### src/rtl/tpu_tile_sequencer.sv
// Purpose : sequences one matmul job over num_tiles weight tiles (FIFO pop, weight reload, UB row stream, result-SRAM writes).
// Latency : start->first pop 2 cycles when weights are present; first UB row to first result write = RESULT_LATENCY cycles.
// Backpressure: stalls in WAIT_W while fifo_empty=1; abort returns to IDLE next cycle, async reset immediately.
// Ports   : clk/rstn; start/abort/num_tiles/ub_base/res_base job control; fifo_empty in;
//           fifo_read_enable, we_rl, ub_read_en/ub_address, res_write_enable/res_address, tile_idx, busy, done out.
module tpu_tile_sequencer #(
    parameter int ADDRESSSIZE    = 10,
    parameter int MATRIX_SIZE    = 32,
    parameter int RESULT_LATENCY = 64,
    parameter int TILE_BW        = 8,
    parameter int CNT_BW         = 8
) (
    input  logic                   clk,
    input  logic                   rstn,
    input  logic                   start,
    input  logic                   abort,
    input  logic [TILE_BW-1:0]     num_tiles,
    input  logic [ADDRESSSIZE-1:0] ub_base,
    input  logic [ADDRESSSIZE-1:0] res_base,
    input  logic                   fifo_empty,
    output logic                   fifo_read_enable,
    output logic                   we_rl,
    output logic                   ub_read_en,
    output logic [ADDRESSSIZE-1:0] ub_address,
    output logic                   res_write_enable,
    output logic [ADDRESSSIZE-1:0] res_address,
    output logic [TILE_BW-1:0]     tile_idx,
    output logic                   busy,
    output logic                   done
);

    localparam logic [CNT_BW-1:0]      C_ROW_LAST = CNT_BW'(MATRIX_SIZE - 1);
    localparam logic [CNT_BW-1:0]      C_LAT      = CNT_BW'(RESULT_LATENCY);
    localparam logic [CNT_BW-1:0]      C_WIN_LAST = CNT_BW'(RESULT_LATENCY + MATRIX_SIZE - 1);
    localparam logic [ADDRESSSIZE-1:0] C_M_ADDR   = ADDRESSSIZE'(MATRIX_SIZE);

    typedef enum logic [2:0] {
        S_IDLE, S_WAIT_W, S_POP, S_RELOAD, S_STREAM, S_DRAIN, S_DONE
    } state_t;

    state_t                 r_state;
    logic [TILE_BW-1:0]     r_num_tiles;
    logic [ADDRESSSIZE-1:0] r_ub_base;
    logic [ADDRESSSIZE-1:0] r_res_base;
    logic [ADDRESSSIZE-1:0] r_tile_off;   // running tile_idx*M, avoids a multiplier
    logic [TILE_BW-1:0]     r_tile_idx;
    logic [CNT_BW-1:0]      r_row;
    logic [CNT_BW-1:0]      r_wcnt;       // cycles since first STREAM cycle of this tile
    logic                   r_win_active;
    logic                   r_fifo_re;
    logic                   r_we_rl;
    logic                   r_ub_rd;
    logic [ADDRESSSIZE-1:0] r_ub_addr;
    logic                   r_res_we;
    logic [ADDRESSSIZE-1:0] r_res_addr;
    logic                   r_busy;
    logic                   r_done;

    logic [CNT_BW-1:0]      w_wcnt_nxt;
    logic                   w_win_nxt;
    logic [ADDRESSSIZE-1:0] w_res_addr_nxt;
    logic [CNT_BW-1:0]      w_row_nxt;
    logic [ADDRESSSIZE-1:0] w_ub_addr_first;
    logic [ADDRESSSIZE-1:0] w_ub_addr_nxt;
    logic [TILE_BW:0]       w_tile_inc;
    logic                   w_more_tiles;

    // Outputs are registered, so each is computed for the cycle after the edge.
    assign w_wcnt_nxt      = r_wcnt + 1'b1;
    assign w_win_nxt       = r_win_active && (r_wcnt != C_WIN_LAST) && (w_wcnt_nxt >= C_LAT);
    assign w_res_addr_nxt  = r_res_base + r_tile_off + ADDRESSSIZE'(w_wcnt_nxt - C_LAT);
    assign w_row_nxt       = r_row + 1'b1;
    assign w_ub_addr_first = r_ub_base + r_tile_off;
    assign w_ub_addr_nxt   = r_ub_base + r_tile_off + ADDRESSSIZE'(w_row_nxt);
    assign w_tile_inc      = {1'b0, r_tile_idx} + (TILE_BW+1)'(1);
    assign w_more_tiles    = w_tile_inc < {1'b0, r_num_tiles};

    always_ff @(posedge clk or negedge rstn) begin
        if (!rstn) begin
            r_state      <= S_IDLE;
            r_num_tiles  <= '0;
            r_ub_base    <= '0;
            r_res_base   <= '0;
            r_tile_off   <= '0;
            r_tile_idx   <= '0;
            r_row        <= '0;
            r_wcnt       <= '0;
            r_win_active <= 1'b0;
            r_fifo_re    <= 1'b0;
            r_we_rl      <= 1'b0;
            r_ub_rd      <= 1'b0;
            r_ub_addr    <= '0;
            r_res_we     <= 1'b0;
            r_res_addr   <= '0;
            r_busy       <= 1'b0;
            r_done       <= 1'b0;
        end else if (abort) begin
            // Kills the in-flight write window too; no done pulse.
            r_state      <= S_IDLE;
            r_tile_off   <= '0;
            r_tile_idx   <= '0;
            r_row        <= '0;
            r_wcnt       <= '0;
            r_win_active <= 1'b0;
            r_fifo_re    <= 1'b0;
            r_we_rl      <= 1'b0;
            r_ub_rd      <= 1'b0;
            r_ub_addr    <= '0;
            r_res_we     <= 1'b0;
            r_res_addr   <= '0;
            r_busy       <= 1'b0;
            r_done       <= 1'b0;
        end else begin
            r_fifo_re <= 1'b0;
            r_we_rl   <= 1'b0;
            r_done    <= 1'b0;

            // Result window runs off its own counter so it can overlap STREAM.
            if (r_win_active) begin
                r_res_we   <= w_win_nxt;
                r_res_addr <= w_win_nxt ? w_res_addr_nxt : '0;
                if (r_wcnt == C_WIN_LAST) begin
                    r_win_active <= 1'b0;
                    r_wcnt       <= '0;
                end else begin
                    r_wcnt <= w_wcnt_nxt;
                end
            end

            case (r_state)
                S_IDLE: begin
                    if (start) begin
                        if (num_tiles != '0) begin
                            r_num_tiles <= num_tiles;
                            r_ub_base   <= ub_base;
                            r_res_base  <= res_base;
                            r_tile_idx  <= '0;
                            r_tile_off  <= '0;
                            r_busy      <= 1'b1;
                            r_state     <= S_WAIT_W;
                        end else begin
                            r_done  <= 1'b1;
                            r_state <= S_DONE;
                        end
                    end
                end
                S_WAIT_W: begin
                    if (!fifo_empty) begin
                        r_fifo_re <= 1'b1;
                        r_state   <= S_POP;
                    end
                end
                S_POP: begin
                    r_we_rl <= 1'b1;
                    r_state <= S_RELOAD;
                end
                S_RELOAD: begin
                    r_ub_rd      <= 1'b1;
                    r_ub_addr    <= w_ub_addr_first;
                    r_row        <= '0;
                    r_wcnt       <= '0;
                    r_win_active <= 1'b1;
                    r_res_we     <= 1'b0;
                    r_res_addr   <= '0;
                    r_state      <= S_STREAM;
                end
                S_STREAM: begin
                    if (r_row == C_ROW_LAST) begin
                        r_ub_rd   <= 1'b0;
                        r_ub_addr <= '0;
                        r_row     <= '0;
                        r_state   <= S_DRAIN;
                    end else begin
                        r_row     <= w_row_nxt;
                        r_ub_addr <= w_ub_addr_nxt;
                    end
                end
                S_DRAIN: begin
                    // Leave on the cycle carrying the last write of this tile.
                    if (r_win_active && (r_wcnt == C_WIN_LAST)) begin
                        if (w_more_tiles) begin
                            r_tile_idx <= w_tile_inc[TILE_BW-1:0];
                            r_tile_off <= r_tile_off + C_M_ADDR;
                            r_state    <= S_WAIT_W;
                        end else begin
                            r_busy  <= 1'b0;
                            r_done  <= 1'b1;
                            r_state <= S_DONE;
                        end
                    end
                end
                S_DONE: begin
                    r_state <= S_IDLE;
                end
                default: begin
                    r_state <= S_IDLE;
                end
            endcase
        end
    end

    assign fifo_read_enable = r_fifo_re;
    assign we_rl            = r_we_rl;
    assign ub_read_en       = r_ub_rd;
    assign ub_address       = r_ub_addr;
    assign res_write_enable = r_res_we;
    assign res_address      = r_res_addr;
    assign tile_idx         = r_tile_idx;
    assign busy             = r_busy;
    assign done             = r_done;

endmodule

### config.mk
export PLATFORM = sky130hd
export DESIGN_NAME = tpu_tile_sequencer
export DESIGN_NICKNAME = d
export VERILOG_FILES = /design/src/rtl/tpu_tile_sequencer.sv
export SDC_FILE = /design/constraint.sdc
export NUM_CORES = 1
export LEC_CHECK = 0
export ABC_CLOCK_PERIOD_IN_PS = 7500
export CORE_UTILIZATION = 61
export CTS_CLUSTER_DIAMETER = 30
export DETAILED_ROUTE_END_ITERATION = 7
export DONT_BUFFER_PORTS = 1
export HOLD_SLACK_MARGIN = 0.02
export PLACE_DENSITY_LB_ADDON = 0.12
export SLEW_MARGIN = 40
export SYNTH_ARGS = -nofsm -noshare
export SYNTH_HDL_FRONTEND = slang
export SYNTH_SLANG_ARGS = --single-unit
### constraint.sdc
create_clock -name clk -period 7.5 [get_ports clk]
set_input_delay 0.375 -clock clk [delete_from_list [all_inputs] [get_ports clk]]
set_output_delay 0.375 -clock clk [all_outputs]
set_load 0.01 [all_outputs]
==> Word level (Yosys, flattened, before mapping) <==
Index checks and enable logic that the tools add are counted.
{ "totals": {"regBits": 92, "out_inout_bits": 34, "input_bits": 33} }
{ "classes": {"reduce_logical": 13, "bitwise": 1, "addsub": 9, "n_lt_le_gt_ge": 2, "muxes": 61, "eq_ne": 15} }
{ "op_table": {"columns": ["op", "count"], "rows": [
  ["$mux 10", 11],
  ["$mux 8", 11],
  ["$pmux 10 s2", 2],
  ["$pmux 8 s2", 2],
  ["$add 10x10->10", 3],
  ["$mux 1", 24],
  ["$mux 3", 7],
  ["$ne 3x3->1 const B", 7],
  ["$pmux 3 s6", 1],
  ["$add 8x1->8 const B", 2],
  ["$add 10x6->10 const B", 1],
  ["$add 10x8->10", 1],
  ["$reduce_and 5->1", 2],
  ["$add 8x1->9 const B", 1],
  ["$lt 9x8->1", 1],
  ["$reduce_bool 3->1", 3],
  ["$sub 8x7->9 const B", 1],
  ["$eq 8x5->1 const B", 1],
  ["$eq 8x7->1 const B", 1],
  ["$ge 8x7->1 const B", 1],
  ["$ne 8x7->1 const B", 1],
  ["$reduce_and 4->1", 2],
  ["$reduce_bool 8->1", 1],
  ["$eq 3x2->1 const B", 2],
  ["other kinds (7)", 12]
]} }

==> Logic depth before layout (Yosys ltp) <==
Gate-level depths: netlist of run 1.
{ "depth": {"depth_word": 7, "ltp_mapped": 13, "mapped_depth_nobuf": 13} }

==> Worst setup path before layout of run 1 <==
Ideal clock, no wire load.
{ "synth_path": {"kind": "register to register", "start": "reg r_wcnt[0]", "end": "reg r_res_addr[9], in the netlist res_address[9]", "n_path_buf": 0, "t_arrival_ns": 3.105, "required_ns": 7.379, "setup_ns": 0.121, "path_stages_with_launch": 14, "slack_ns": 4.274, "path_cell_list": "dfrtp_1 -> ha_1 -> and4_4 -> nand2_1 -> xor2_1 -> ha_1 -> inv_1 -> fa_1 -> ha_1 -> or2_2 -> a21oi_1 -> a31oi_1 -> xnor2_1 -> a22o_1"} }
{ "synth_between": {"elab_chain_len": 7, "elab_cells_between_ends": 11} }
{ "synth_lines": {"columns": ["item", "line_no", "source"], "rows": [
  ["start: declaration", "48", "logic [CNT_BW-1:0] r_wcnt;"],
  ["start signal: assignment", "126", "r_wcnt <= w_wcnt_nxt;"],
  ["$add 8x1->8 / $ne 8x7->1 (equally long branches)", "69, 70", null],
  ["$sub 8x7->9, or another cell as far along", "71", "assign w_res_addr_nxt = r_res_base + r_tile_off + ADDRESSSIZE'(w_wcnt_nxt - C_LAT);"],
  ["$add 10x10->10 / $logic_and 1x1->1 (equally long branches)", "71, 70", null],
  ["$mux 10 *", "121", "r_res_addr <= w_win_nxt ? w_res_addr_nxt : '0;"],
  ["$mux 10 *", "119", "if (r_win_active) begin"],
  ["$mux 10 *", "130", "case (r_state)"],
  ["$mux 10 *", "97", "end else if (abort) begin"],
  ["end signal: assignment", "121", null],
  ["end: declaration", "55", "logic [ADDRESSSIZE-1:0] r_res_addr;"]
]} }
Every way passes the cells marked *; elsewhere a longest branch is shown, timed or not. The select of a mux whose other input is x is not followed.
A chain may end at the register's enable or synchronous reset.

==> Worst setup path in the final report of run 1 <==
Ends and elaborated chain as after synthesis.

==> results of run 1 <==
==> sequential cells by signal, summed over array words and instances, names as in the netlist <==
register / flops
r_res_base: 10
r_ub_base: 10
res_address: 10
ub_address: 10
r_num_tiles: 8
r_row: 8
r_wcnt: 8
tile_idx: 8
r_tile_off: 5
r_state: 3
busy: 1
done: 1
fifo_read_enable: 1
r_win_active: 1
res_write_enable: 1
ub_read_en: 1
we_rl: 1
==> through the flow <==
stage                     power [mW]  util [%]  hold WS (ps)  setup WS, ps
after detailed placement        1.45      62.8          81.6          4010
after global routing            1.93      65.7          44.1          3800
after floorplan                 1.34         -          79.4          4270
after global placement          1.43      62.8          81.3          4170
final                           1.80      65.7          63.2          3990
after CTS                       1.82      65.7          49.2          3990
==> kinds of logic after synthesis <==
family / share of synthesized area (%)
and+or+nand+nor: 14.5
AOI/OAI and AO/OA: 16.1
DFF: 39.8
buffers and inverters: 4.67
adders and majority gates: 10.9
xor gates and xnor gates: 6.88
muxes: 7.14
==> per-layer routing <==
layer	track usage, %	vias to the layer above
met3	6.00	14
met4	8.27	0
li1	-	1876
met1	33.4	1855
met5	0	-
met2	40.7	80
==> cell type report <==
cell class	instances	area, um2
clock buffer	11	151
clock inverter	5	63.8
fill	697	2990
inverter	32	120
multi-input combinational	389	3040
sequential	87	2180
tap	108	135
timing repair buffer	3	45.0
==> repair_timing <==
action / 4_1_cts / 5_1_grt
setup buffers: 0 / 0
hold buffers: 2 / 0
hold endpoints to repair: 87 / 0
==> critical path: stages (launching register included) <==
cell and delay (ps):
dfrtp_1 420, ha_1 310, and4_4 280, nand2_1 70, xor2_1 320, ha_1 300
inv_1 70, fa_1 410, ha_1 340, or2_2 290, a21oi_1 160, a31oi_1 70
xnor2_1 150, a22o_1 220
==> placed cells by master (no fill, tap or decap), types with 7 or more instances in the layout <==
master,instances
a21o_1,10
a21oi_1,22
a22o_1,14
and3_1,7
clkbuf_8,11
dfrtp_1,87
ha_1,38
inv_1,32
mux2_2,8
mux2_4,20
nand2_1,42
nand3_1,15
nor2_1,29
nor2b_1,8
nor3_1,8
o21ai_0,29
xnor2_1,22
xor2_1,21
==> worst max path at each step <==
stage / endpoint / startpoint / slack [ps]
after global routing: res_address[9] / r_wcnt[0] / 3800
after detailed placement: res_address[9] / r_wcnt[0] / 4010
after global placement: res_address[9] / r_wcnt[0] / 4170
final: res_address[9] / r_wcnt[0] / 3990
after CTS: res_address[9] / r_wcnt[0] / 3990
after floorplan: res_address[9] / r_wcnt[0] / 4270
==> where the power goes <==
part | total (mW) | switching [mW] | internal (mW)
combinational | 0.743 | 0.370 | 0.373
clock | 0.349 | 0.174 | 0.175
sequential | 0.712 | 0.127 | 0.585
==> results by group, run 1 <==
Drt
  – Wire length on met2: 5.39 mm
  – DR vias/cell: 6.02
  – Residual DRC count: 0
  – Wirelength, routed: 11.1 mm
  – Met3 wire len: 508 um
  – Met1 WL: 5.05 mm
  – Iter 0 DRT Violations: 166
  – Drt pass-1 iters: 4
  – Vias: 3825
  – Antenna Nets Post-Route: 0
  – Drt wl/cell: 17.6 um
  – Top Layer Used: met4

Synthesis
  – Share of the synthesized area in the top cell type: 39.8%
  – Post-Syn Instances: 529
  – Sequential fraction of the synthesis area: 39.8%
  – Most common cell in the netlist: dfrtp_1
  – Net count after synthesis: 606
  – Post-synthesis register bit count: 87
  – Commonest cells in the synthesized netlist: dfrtp_1, nand2_1, ha_1
  – Post-synth EDFFs: 0
  – Asr flop ratio synth: 100%
  – Cell area after synthesis: 5470 um2
  – Total number of yosys warnings: 0
  – Cell accounting for the most synthesized area: dfrtp_1
  – Synth cell types: 73
  – Synth top area cells: dfrtp_1, ha_1, mux2_4
  – Post-Syn Area per Cell: 10.3 um2
  – Top_reg_cell synth: dfrtp_1

Clock network
  – Depth of the CTS H-tree: 3
  – Root Driver: clkbuf_8
  – Clock Tree Buf Depth: 2
  – CTS tree: built
  – Clock sinks: 87
  – PostCTS Resize Cnt: 0
  – CTS Buf Count: 9
  – Clock transition at path regs: 90 ps
  – Worst skew pair latency: 360 ps

Floorplan
  – Vert. Die Dim: 96.7 um
  – Initial Util: 62.7%
  – Die Wd: 96.7 um
  – Core box area: 8720 um2
  – Row count: 34
  – IO Pins: 67
  – Die footprint: 9350 um2

Placed design
  – HPWL Detailed: 8.01 mm
  – Placed instance area: 5480 um2
  – IO buf count: 0
  – Final GP Congestion: 0.907
  – Placed cells: 617

Timing
  – Endpoints failing setup: 0
  – Worst slew margin: 46.6%
  – Tcrit/Tclk final: 46.8%
  – RSZ-0062 raised after global routing: false
  – Fmax: 0.285 GHz
  – Final hold violation count: 0
  – Slew @ Worst Pin: 794 ps
  – TNS Setup: 0 ps
  – Final worst path period need: 3510 ps
  – Clk_skew: 7.36 ps
  – Final Slew Violations: 0

Worst setup path
  – Endpoint type of the worst setup path: flop
  – Worst reg2reg path depth: 13
  – Worst EP arrival: 3770 ps
  – Worst R2R Setup Slack: 3990 ps
  – WS Path Type: flop to flop
  – End of the worst register-to-register path: res_address[9]
  – Startpoint Class: flop
  – WP data required: 7750 ps
  – Worst r2r src: r_wcnt[0]
  – Crit Path Max Fanout: 6

Layout
  – Share of layout cells above drive strength 1: 13.3%
  – Fin nets: 599
  – Antenna diodes: 0
  – Design Area, Final: 5730 um2
  – Final non-filler cell total: 635
  – Synth-to-Final Area Change: 4.80%

Job
  – Max-capacitance violation count: 0

Pwr
  – Lkg Pwr: 2.72 nW
  – VDD IR max: 0.227 mV
  – PD cells: 315 nW/um2

Worst hold path
  – Hold path cells: 1
  – Hold Path End: fifo_read_enable
  – Hold Crit Class: primary input to flop
  – Hold wc startpoint: fifo_empty

GRT
  – Gr ovfl total: 0
  – Pin count of the biggest net entering global routing: 88
  – Total track usage: 25.2%
  – Initial antenna violation count: 0
  – Vias in the first global route: 3861
  – First-pass GRT wire length: 18.9 mm

Run status
  – Status: finished clean
Note: power is estimated with default switching activity, not from simulation.
==> inputs of run 2 (changes only) <==
--- a/config.mk
+++ b/config.mk
@@ -5,8 +5,8 @@
 export SDC_FILE = /design/constraint.sdc
 export NUM_CORES = 1
 export LEC_CHECK = 0
-export ABC_CLOCK_PERIOD_IN_PS = 7500
-export CORE_UTILIZATION = 61
+export ABC_CLOCK_PERIOD_IN_PS = 2860
+export CORE_UTILIZATION = 58
 export CTS_CLUSTER_DIAMETER = 30
 export DETAILED_ROUTE_END_ITERATION = 7
 export DONT_BUFFER_PORTS = 1
==> constraint.sdc (replaced) <==
create_clock -name clk -period 2.86 [get_ports clk]
set_input_delay 0.143 -clock clk [delete_from_list [all_inputs] [get_ports clk]]
set_output_delay 0.143 -clock clk [all_outputs]
set_load 0.01 [all_outputs]
==> results by group, run 2 (synthesis results as in run 1) <==
Run status
  – Status: complete, but fails checks
  – Violated checks: setup timing

Floorplan
  – Die footprint: 9820 um2 (+5.1%)
  – Die Wd: 99.1 um (+2.5%)
  – IO Pins: 67 (unchanged)
  – Row count: 35 (+2.9%)
  – Vert. Die Dim: 99.1 um (+2.5%)
  – Core box area: 9200 um2 (+5.5%)
  – Initial Util: 59.5% (-3.2 points)

GRT
  – Pin count of the biggest net entering global routing: 88 (unchanged)
  – Initial antenna violation count: 1 (+1)
  – Vias in the first global route: 4367 (+13%)
  – Gr ovfl total: 0 (unchanged)
  – Total track usage: 27.2% (+2.0 points)
  – First-pass GRT wire length: 20.9 mm (+10%)

Timing
  – Final worst path period need: 2980 ps (-537 ps)
  – Clk_skew: 14.0 ps (+6.67 ps)
  – Slew @ Worst Pin: 795 ps (+1.04 ps)
  – Hold_ws: 46.0 ps (-17.2 ps)
  – RSZ-0062 raised after global routing: true
  – Final Slew Violations: 0 (unchanged)
  – Final hold violation count: 0 (unchanged)
  – Setup slack after layout: -116 ps (-4100 ps)
  – TNS Setup: -279 ps (-279 ps)
  – Worst slew margin: 46.9% (+0.31 points)
  – Fmax: 0.336 GHz (+18%)
  – Tcrit/Tclk final: 104% (+57 points)
  – Endpoints failing setup: 4 (+4)

Worst setup path
  – End of the worst register-to-register path: res_address[9]
  – Worst EP arrival: 3250 ps (-520 ps)
  – Worst R2R Setup Slack: -120 ps (-4100 ps)
  – Endpoint type of the worst setup path: flop
  – Max incr delay on CP: 510 ps (+90 ps)
  – Crit Path Max Fanout: 3 (-3)
  – Startpoint Class: flop
  – Crit. Startpoint: r_wcnt[1]
  – WP data required: 3130 ps (-4620 ps)
  – Crit path to: res_address[9]
  – Worst reg2reg path depth: 13 (unchanged)
  – Worst r2r src: r_wcnt[1]
  – WS Path Type: flop to flop
  – Slowest cell on crit path: fa_1
  – Most used cell, CP: and3_4
  – Critical path cell sequence: and3_4 > and3_4 > nand3_2 > xor2_1 > ha_1 > inv_2 > fa_1 > ha_4 > or2_4 > a21oi_2 > a31oi_1 > xnor2_1 > a22o_1

Drt
  – Vias: 4192 (+9.6%)
  – Antenna Nets Post-Route: 0 (unchanged)
  – Residual DRC count: 0 (unchanged)
  – Iter 0 DRT Violations: 205 (+23%)
  – DR vias/cell: 5.88 (-2.4%)
  – Drt wl/cell: 17.5 um (-0.25%)
  – Wirelength, routed: 12.5 mm (+12%)
  – Drt pass-1 iters: 6 (+2)

Pwr
  – NetSw: 1.88 mW (+180%)
  – PD cells: 768 nW/um2 (+140%)
  – Logic pwr share: 44.6% (+3.4 points)
  – Lkg Pwr: 3.07 nW (+13%)
  – Sequential power share: 36.5% (-3.0 points)
  – Cell internal pwr: 3.20 mW (+180%)
  – VDD IR max: 0.504 mV (+120%)
  – Clock power frac: 19.0% (-0.4 points)
  – Switching share of total power: 37.0% (-0.21 points)

Layout
  – Fillers: 678 (-2.7%)
  – Synth-to-Final Area Change: 20.9%
  – Most common cell after layout, fill and taps aside: dfrtp_1
  – Share of layout cells above drive strength 1: 24.5% (+11 points)
  – Fin nets: 673 (+12%)
  – Most frequent cells in the layout: dfrtp_1, nand2_1, buf_4

Clock network
  – CTS tree: built
  – Worst skew pair latency: 370 ps (about the same)
  – Root Driver: clkbuf_8
  – CTS Buf Count: 9 (unchanged)
  – Clock Tree Buf Depth: 2 (unchanged)
  – Depth of the CTS H-tree: 3 (unchanged)
  – Clock transition at path regs: 90 ps (about the same)
  – Clock sinks: 87 (unchanged)

Worst hold path
  – Hold Crit Class: primary input to flop
  – Hold path cells: 2 (+1)

Placed design
  – IO buf count: 0 (unchanged)
  – Final GP Congestion: 0.860 (-5.2%)
  – HPWL Detailed: 8.57 mm (+7.0%)
  – Post-Place Worst Slack: -166 ps (-4170 ps)

Job
  – Max-capacitance violation count: 0 (unchanged)
==> run 2: changes by cell type in the layout (fill, tap and decap cells not counted), sizes merged <==
cell,before,now
clkinvlp,1,2
diode,0,1
buf,2,46
bufinv,1,2
inv,34,32
clkbuf,11,9
dlygate4sd3,1,31
clkinv,1,3
==> run 2: metal layers <==
metal / share of wire (%) / track usage (%)
met1: 44 / 34.8
met2: 50 / 45.7
met3: 4.5 / 5.90
met4: 2.0 / 9.50
met5: 0 / 0
==> run 2: layout make-up <==
| cell class | count | area [um2] | area share, % |
|---|---|---|---|
| clock inverters | 7 | 97.6 | 1.48 |
| multi-input cells | 389 | 3240 | 49.0 |
| clock buffers | 9 | 124 | 1.87 |
| inverters | 32 | 120 | 1.82 |
| well taps | 111 | 139 | 2.10 |
| flip-flops and latches | 87 | 2180 | 33.0 |
| diodes | 1 | 2.50 | 0.0379 |
| repair buffers | 77 | 712 | 10.8 |
==> run 2: worst max-delay path, delay by kind of cell, from the launching register on <==
kind                     cells  cell delay [ps]
AO/OA/AOI/OAI                3              370
XOR/XNOR                     2              310
adder cells (fa/ha/maj)      3             1030
buffers and inverters        1               40
flip-flops                   1              430
AND/OR/NAND/NOR              4              700
==> run 2: how the worst min path moves through the flow <==
stage                                to  start
after floorplan                    busy   rstn
after global placement         r_row[1]   rstn
after detailed placement       r_row[0]   rstn
after CTS                 ub_address[8]  abort
after global routing               done  start
final                              done  start
==> run 2: repair_timing <==
item	CTS	global route
pin swaps	6	19
buffers inserted	2	5
resized for setup	8	21
hold buffers	32	0
setup endpoints to repair	9	21
hold endpoints to repair	126	0
==> run 2: stage by stage <==
| stage | util (%) | std cells | power [mW] | instance area (um2) |
|---|---|---|---|---|
| global placement | 63.5 | 657 | 3.91 | 5840 |
| finish | 71.9 | 713 | 5.08 | 6610 |
| detailed placement | 63.5 | 657 | 3.99 | 5840 |
| CTS | 70.2 | 707 | 5.05 | 6460 |
| global route | 71.9 | 713 | 5.45 | 6610 |
| floorplan | - | 529 | 3.56 | 5540 |
==> run 2: power groups by stage <==
stage | logic, mW | clock network [mW] | registers (mW)
floorplan | 1.81 | 0 | 1.75
global placement | 2.04 | 0 | 1.86
detailed placement | 2.11 | 0 | 1.87
CTS | 2.21 | 0.985 | 1.85
global route | 2.52 | 1.02 | 1.90
finish | 2.26 | 0.964 | 1.85
